## src/rtl/decode_seq.sv

```systemverilog
// Sequencing instruction decoder: EXEC1/EXEC2 phasing, multi-cycle MUL, stack SP, HALT.
// Optional STACK_GUARD_EN: stack over/underflow goes to a sticky FAULT state.
module decode_seq #(
  parameter int MUL_LAT     = 1,
  parameter int STACK_DEPTH = 16,
  parameter int SPW         = 4
) (
  input  logic           CLK,
  input  logic           RST,
  input  logic [15:0]    instr,
  input  logic           COND_result,
  input  logic           run,
  output logic [7:0]     R_en,
  output logic           R0_count,
  output logic [2:0]     s1,
  output logic [2:0]     s2,
  output logic [2:0]     s3,
  output logic           s4,
  output logic           RAMd_wren,
  output logic           RAMd_en,
  output logic           RAMi_en,
  output logic           ALU_en,
  output logic           stack_en,
  output logic           stack_rw,
`ifdef STACK_GUARD_EN
  output logic [SPW:0]   sp,
`else
  output logic [SPW-1:0] sp,
`endif
  output logic           exec1,
  output logic           exec2,
  output logic           halted,
  output logic           fault
);

  typedef enum logic [1:0] {
    S_EXEC1, S_EXEC2, S_HALT, S_FAULT
  } state_t;

`ifdef STACK_GUARD_EN
  // one extra bit so a completely full stack is representable
  localparam int SPL = SPW + 1;
`else
  localparam int SPL = SPW;
`endif
  localparam logic [SPL-1:0] SP_ONE = SPL'(1);

  state_t         state_q, state_d;
  logic [3:0]     cnt_q, cnt_d;
  logic [SPL-1:0] sp_q, sp_d;

  logic       ls, is_st, is_ld;
  logic [5:0] op;
  logic [2:0] rls, rd, rs1, rs2;
  logic       is_ujmp, is_jmp, is_mul;
  logic       is_psh, is_pop, is_nop, is_stp, is_alu;
  logic       stk_bad, last;
  logic [2:0] sel1, sel2, sel3;

  assign ls    = instr[15];
  assign is_st = ls & instr[14];
  assign is_ld = ls & ~instr[14];
  assign rls   = instr[13:11];
  assign op    = instr[14:9];
  assign rd    = instr[8:6];
  assign rs1   = instr[5:3];
  assign rs2   = instr[2:0];

  assign is_ujmp = ~ls & (op[5:2] == 4'b0000);
  assign is_jmp  = ~ls & ((op[5:2] == 4'b0001) |
                          (op[5:2] == 4'b0010));
  assign is_mul  = ~ls & ((op == 6'b011100) |
                          (op == 6'b011101) |
                          (op == 6'b011110));
  assign is_psh  = ~ls & (op == 6'b101000);
  assign is_pop  = ~ls & (op == 6'b101001);
  assign is_nop  = ~ls & (op == 6'b111110);
  assign is_stp  = ~ls & (op == 6'b111111);
  assign is_alu  = ~ls & ~(is_ujmp | is_jmp | is_mul |
                           is_psh | is_pop | is_nop | is_stp);

`ifdef STACK_GUARD_EN
  localparam logic [SPL-1:0] SP_FULL = SPL'(STACK_DEPTH);
  assign stk_bad = (is_psh & (sp_q == SP_FULL)) |
                   (is_pop & (sp_q == '0));
`else
  assign stk_bad = 1'b0;
`endif

  // instr is held while RAMi_en=0, so EXEC2 can re-decode it
  assign last = is_mul ? (cnt_q == 4'(MUL_LAT - 1)) : 1'b1;

  assign sel1 = (is_alu | is_mul | is_psh) ? rs1 :
                (is_st ? rls : 3'd0);
  assign sel2 = (is_alu | is_mul) ? rs2 : 3'd0;
  assign sel3 = (is_alu | is_mul) ? rd  : 3'd0;

  always_ff @(posedge CLK or posedge RST) begin
    if (RST) begin
      state_q <= S_EXEC1;
      cnt_q   <= '0;
      sp_q    <= '0;
    end else begin
      state_q <= state_d;
      cnt_q   <= cnt_d;
      sp_q    <= sp_d;
    end
  end

  always_comb begin
    state_d = state_q;
    cnt_d   = cnt_q;
    sp_d    = sp_q;
    unique case (state_q)
      S_EXEC1: begin
        cnt_d = '0;
        if (stk_bad) begin
          state_d = S_FAULT;
        end else if (is_stp) begin
          state_d = S_HALT;
          sp_d    = '0;
        end else begin
          if (is_psh) sp_d = sp_q + SP_ONE;
          if (is_pop) sp_d = sp_q - SP_ONE;
          if (is_ld | is_pop | is_mul) state_d = S_EXEC2;
        end
      end
      S_EXEC2: begin
        cnt_d = cnt_q + 4'd1;
        if (last) begin
          state_d = S_EXEC1;
          cnt_d   = '0;
        end
      end
      S_HALT: begin
        if (run) state_d = S_EXEC1;
      end
      S_FAULT: begin
        state_d = S_FAULT;
      end
      default: state_d = S_EXEC1;
    endcase
  end

  always_comb begin
    R_en      = '0;
    R0_count  = 1'b0;
    s1        = '0;
    s2        = '0;
    s3        = '0;
    s4        = 1'b0;
    RAMd_wren = 1'b0;
    RAMd_en   = 1'b0;
    RAMi_en   = 1'b0;
    ALU_en    = 1'b0;
    stack_en  = 1'b0;
    stack_rw  = 1'b0;
    exec1     = 1'b0;
    exec2     = 1'b0;
    halted    = 1'b0;
    fault     = 1'b0;
    if (RST) begin
      exec1 = 1'b1;
    end else begin
      unique case (state_q)
        S_EXEC1: begin
          exec1    = 1'b1;
          R0_count = ~(is_ujmp | is_jmp | is_stp | stk_bad);
          if (is_alu) R_en[rd] = 1'b1;
          if (is_ujmp | (is_jmp & COND_result)) R_en[0] = 1'b1;
          s1        = sel1;
          s2        = sel2;
          s3        = sel3;
          s4        = ~ls;
          RAMd_en   = ls;
          RAMd_wren = is_st;
          ALU_en    = ls;
          RAMi_en   = ~(is_ld | is_pop | is_mul | is_stp | stk_bad);
          stack_en  = (is_psh | is_pop) & ~stk_bad;
          stack_rw  = is_pop & ~stk_bad;
        end
        S_EXEC2: begin
          exec2 = 1'b1;
          s1    = sel1;
          s2    = sel2;
          s3    = sel3;
          s4    = ~ls;
          if (last) begin
            R_en[is_ld ? rls : rd] = 1'b1;
            RAMi_en = 1'b1;
          end
        end
        S_HALT: begin
          halted = 1'b1;
        end
        S_FAULT: begin
          halted = 1'b1;
`ifdef STACK_GUARD_EN
          fault  = 1'b1;
`endif
        end
        default: exec1 = 1'b0;
      endcase
    end
  end

  assign sp = sp_q;

endmodule

```

## config.mk

```make
export PLATFORM = sky130hd
export DESIGN_NAME = decode_seq
export DESIGN_NICKNAME = d
export VERILOG_FILES = /design/src/rtl/decode_seq.sv
export SDC_FILE = /design/constraint.sdc
export NUM_CORES = 1
export LEC_CHECK = 0
export CORE_MARGIN = 5
export CORE_UTILIZATION = 30
export CTS_CLUSTER_DIAMETER = 80
export DETAILED_ROUTE_END_ITERATION = 10
export MAX_ROUTING_LAYER = met4
export RECOVER_POWER = 50
export SETUP_SLACK_MARGIN = 0.15
export SLEW_MARGIN = 0
export SYNTH_ARGS = -nofsm -noshare
export SYNTH_HDL_FRONTEND = slang
export SYNTH_SLANG_ARGS = --single-unit
```

## constraint.sdc

```tcl
create_clock -name CLK -period 4.8 [get_ports CLK]
set_clock_uncertainty 0.2 [all_clocks]
set_input_delay 0.96 -clock CLK [delete_from_list [all_inputs] [get_ports CLK]]
set_output_delay 0.96 -clock CLK [all_outputs]
set_load 0.02 [all_outputs]
```

==> results.py <==
metrics = {
    "die": {
        "dieArea_um2": 4870,
        "io_pins": 53,
        "core_area_um2": 3390,
        "core.rowCount": 21,
        "fp.dieH_um": 69.8,
        "die_x_um": 69.8,
        "start_util_pct": 31.6,
    },
    "route": {
        "drt_iter0_markers": 66,
        "vias": 1269,
        "drc": 0,
        "via_per_inst": 5.24,
        "dr.pass1.iters": 4,
        "wire_per_inst_um": 15.6,
        "drt-total-wl_um": 3770,
        "ant_nets": 0,
    },
    "power": {
        "power_density_nw_per_um2": 180,
        "p_int_uw": 198,
        "switching_share_pct": 35.3,
        "ir_drop_mv": 0.0480,
        "pwr-share-comb_pct": 42.3,
        "p_switching_uw": 108,
        "pwr-share-seq_pct": 32.2,
        "leakagePower_uw": 0.000724,
        "clock_power_share_pct": 25.5,
    },
    "synthesis": {
        "syn-mean-instance-area_um2": 7.49,
        "syn_nets": 168,
        "synth_area_um2": 1070,
        "yosys_warnings": 0,
        "synthCells": 143,
        "synth_flop_cell": "dfrtp_1",
        "ys_ff_latch": 10,
        "yosysUniqueCellTypes": 45,
        "ys_seq_area_share_pct": 23.4,
        "synth-edff-count": 0,
        "async_reset_ff_share_pct": 100,
    },
    "hold_path": {
        "hold_path_class": "reg2reg",
    },
    "timing": {
        "drv_slew": 0,
        "setup_viol": 0,
        "tns_ns": 0,
        "slew_headroom_pct": 60.7,
        "worst_pin_slew_ns": 0.589,
        "rsz0062_at_grt": "no",
        "period_share_pct": 95.8,
        "fin_crit_ns": 4.60,
        "fmax_mhz": 217,
        "hold_violations": 0,
    },
    "global_route": {
        "grt_max_degree": 12,
        "first_global_vias": 1357,
        "antenna_found_initial": 0,
        "grt_remaining_overflow": 0,
        "grt_pass1_wl_um": 6350,
        "groute.usage.overall_pct": 16.1,
    },
    "cells_and_area": {
        "nNetsFinal": 222,
        "finalCoreUtilization_pct": 50.0,
        "antenna_cells": 0,
        "drive_above_1_share_pct": 8.67,
        "fillers": 345,
        "syn_to_final_growth_pct": 58.3,
    },
    "critical_path": {
        "crit_fanout": 9,
        "reg2reg_slack_ns": 2.90,
        "crit_arrival_ns": 3.44,
        "cp-start-kind": "input pin",
        "endpoint_kind": "primary output",
        "crit_type": "in2out",
        "worstPathRequired_ns": 3.64,
    },
    "clocking": {
        "h-tree-depth": 1,
        "cts_buffer_depth": 2,
        "cts_tree": "yes",
        "clk_pin_slew_ns": 0.07,
        "ctsRootBufferMaster": "clkbuf_4",
        "cts_num_sinks": 10,
        "numCtsBuffers": 3,
        "clk_latency_ns": 0.27,
    },
    "placement": {
        "finalWeightedCongestion": 0.874,
        "place_hpwl_um": 3090,
        "numPortBuffers": 51,
    },
    "status": {
        "status": "complete, no violations",
    },
    "run": {
        "maxCapViolCount": 0,
    },
}
## power by group through the flow
stage | Combinational (uW) | Sequential [uW] | Clock [uW]
after floorplan | 65.2 | 104 | 0
after global placement | 130 | 100 | 0
after detailed placement | 132 | 101 | 0
after CTS | 133 | 98.8 | 79.7
after global routing | 141 | 99.9 | 80.7
final | 129 | 98.5 | 78.0
## worst max-delay path, stage by stage
cell	delay (ns)
dlygate4sd3_1	0.76
nand3_2	0.18
o21bai_1	0.29
nor2_2	0.13
o31a_1	0.33
a22o_1	0.24
clkdlybuf4s50_1	0.54
## state kept, by name (all words and copies together), names as in the netlist
signal / flops
state_q: 2
sp: 4
cnt_q: 4
## final cells by class
| class | count | area [um^2] | share of cell area (%) |
|---|---|---|---|
| multi-input combinational | 114 | 759 | 44.8 |
| clock buffer | 4 | 36.3 | 2.14 |
| sequential | 10 | 250 | 14.8 |
| timing repair buffer | 58 | 554 | 32.7 |
| inverter | 10 | 37.5 | 2.21 |
| tap | 46 | 57.6 | 3.39 |
## through the flow
stage | area [um^2] | setup slack, ns | hold WS (ns) | cells | power (uW)
after global placement | 1650 | 0.266 | 0.272 | 238 | 231
after detailed placement | 1650 | 0.180 | 0.280 | 238 | 232
after floorplan | 1070 | 1.28 | 0.253 | 143 | 170
after global routing | 1700 | 0.0747 | 0.311 | 242 | 322
after CTS | 1680 | 0.188 | 0.294 | 242 | 311
final | 1700 | 0.202 | 0.292 | 242 | 306
## final timing paths
path / startpoint / end / cells after the start
setup / recovery: instr[13] / s1[0] / 7
hold / removal: cnt_q[3] / cnt_q[3] / 1
setup reg to reg: cnt_q[0] / cnt_q[3] / 7
hold reg to reg: cnt_q[3] / cnt_q[3] / 1
max in group asynchronous: RST / cnt_q[0] / 4
min in group asynchronous: RST / sp[0] / 4
## routing by layer
metal | track usage (%) | wire length (um)
met1 | 18.7 | 1610
met2 | 28.3 | 1900
met3 | 1.88 | 177
met4 | 6.17 | 78
met5 | - | 0
## layout by cell type, fill, tap and decap left out, types with 2 or more instances in the layout
cell type         n
dfrtp_1          10
a22o_1            3
o31ai_1           2
dlygate4sd3_1    10
o2bb2ai_1         3
nand3_1           8
nor3_1            5
a31oi_1           2
a21oi_1           2
ha_1              4
o211ai_1          2
o21ai_0           5
nor4_1            2
nor2_1           12
o22ai_1           6
nand2_1          10
xnor2_1           2
clkdlybuf4s50_1  40
nor2b_1           3
and3_1            9
nand2b_1          7
clkbuf_4          3
a211oi_2          2
clkbuf_1          3
and2_1            3
buf_4             4
inv_1            10
## cells in the mapped netlist (2+ instances only)
cell / n / area share (%)
buf_4: 2 / 1.4
a22o_1: 3 / 2.5
nor4_1: 3 / 1.8
nand2_1: 10 / 3.5
o22ai_1: 6 / 3.5
nor3_1: 5 / 2.3
clkbuf_1: 5 / 1.8
o31ai_1: 2 / 1.4
nand2b_1: 7 / 4.1
nor2_1: 13 / 4.6
nor2b_1: 3 / 1.8
o211ai_1: 2 / 1.4
dfrtp_1: 10 / 23
a21oi_1: 2 / 0.93
ha_1: 4 / 4.7
buf_2: 2 / 0.93
and2_1: 3 / 1.8
o2bb2ai_1: 3 / 2.5
inv_1: 10 / 3.5
nand3_1: 8 / 3.7
and3_1: 9 / 5.3
o21ai_0: 5 / 2.3
xnor2_1: 2 / 1.6
a31oi_1: 3 / 1.8
## kinds of logic (layout without fill, tap and decap cells)
kind of cell    Yosys count  count (layout)  share of synthesized area [%]
compound gates           35              35                           23.4
other cells               1               1                          0.350
fa+ha+maj                 5               5                           6.54
buf+inv                  19              72                           7.59
mux                       2               2                           1.99
flops                    10              10                           23.4
simple gates             68              68                           34.3
xor+xnor                  3               3                           2.45
## what timing repair did
item                                   in CTS  in global routing
gates resized for setup                     0                  5
hold buffers                                0                  0
buffers inserted                            0                  0
setup endpoints to repair                   0                  8
endpoints found under the hold margin       0                  0
Note: power is estimated with default switching activity, not from simulation.
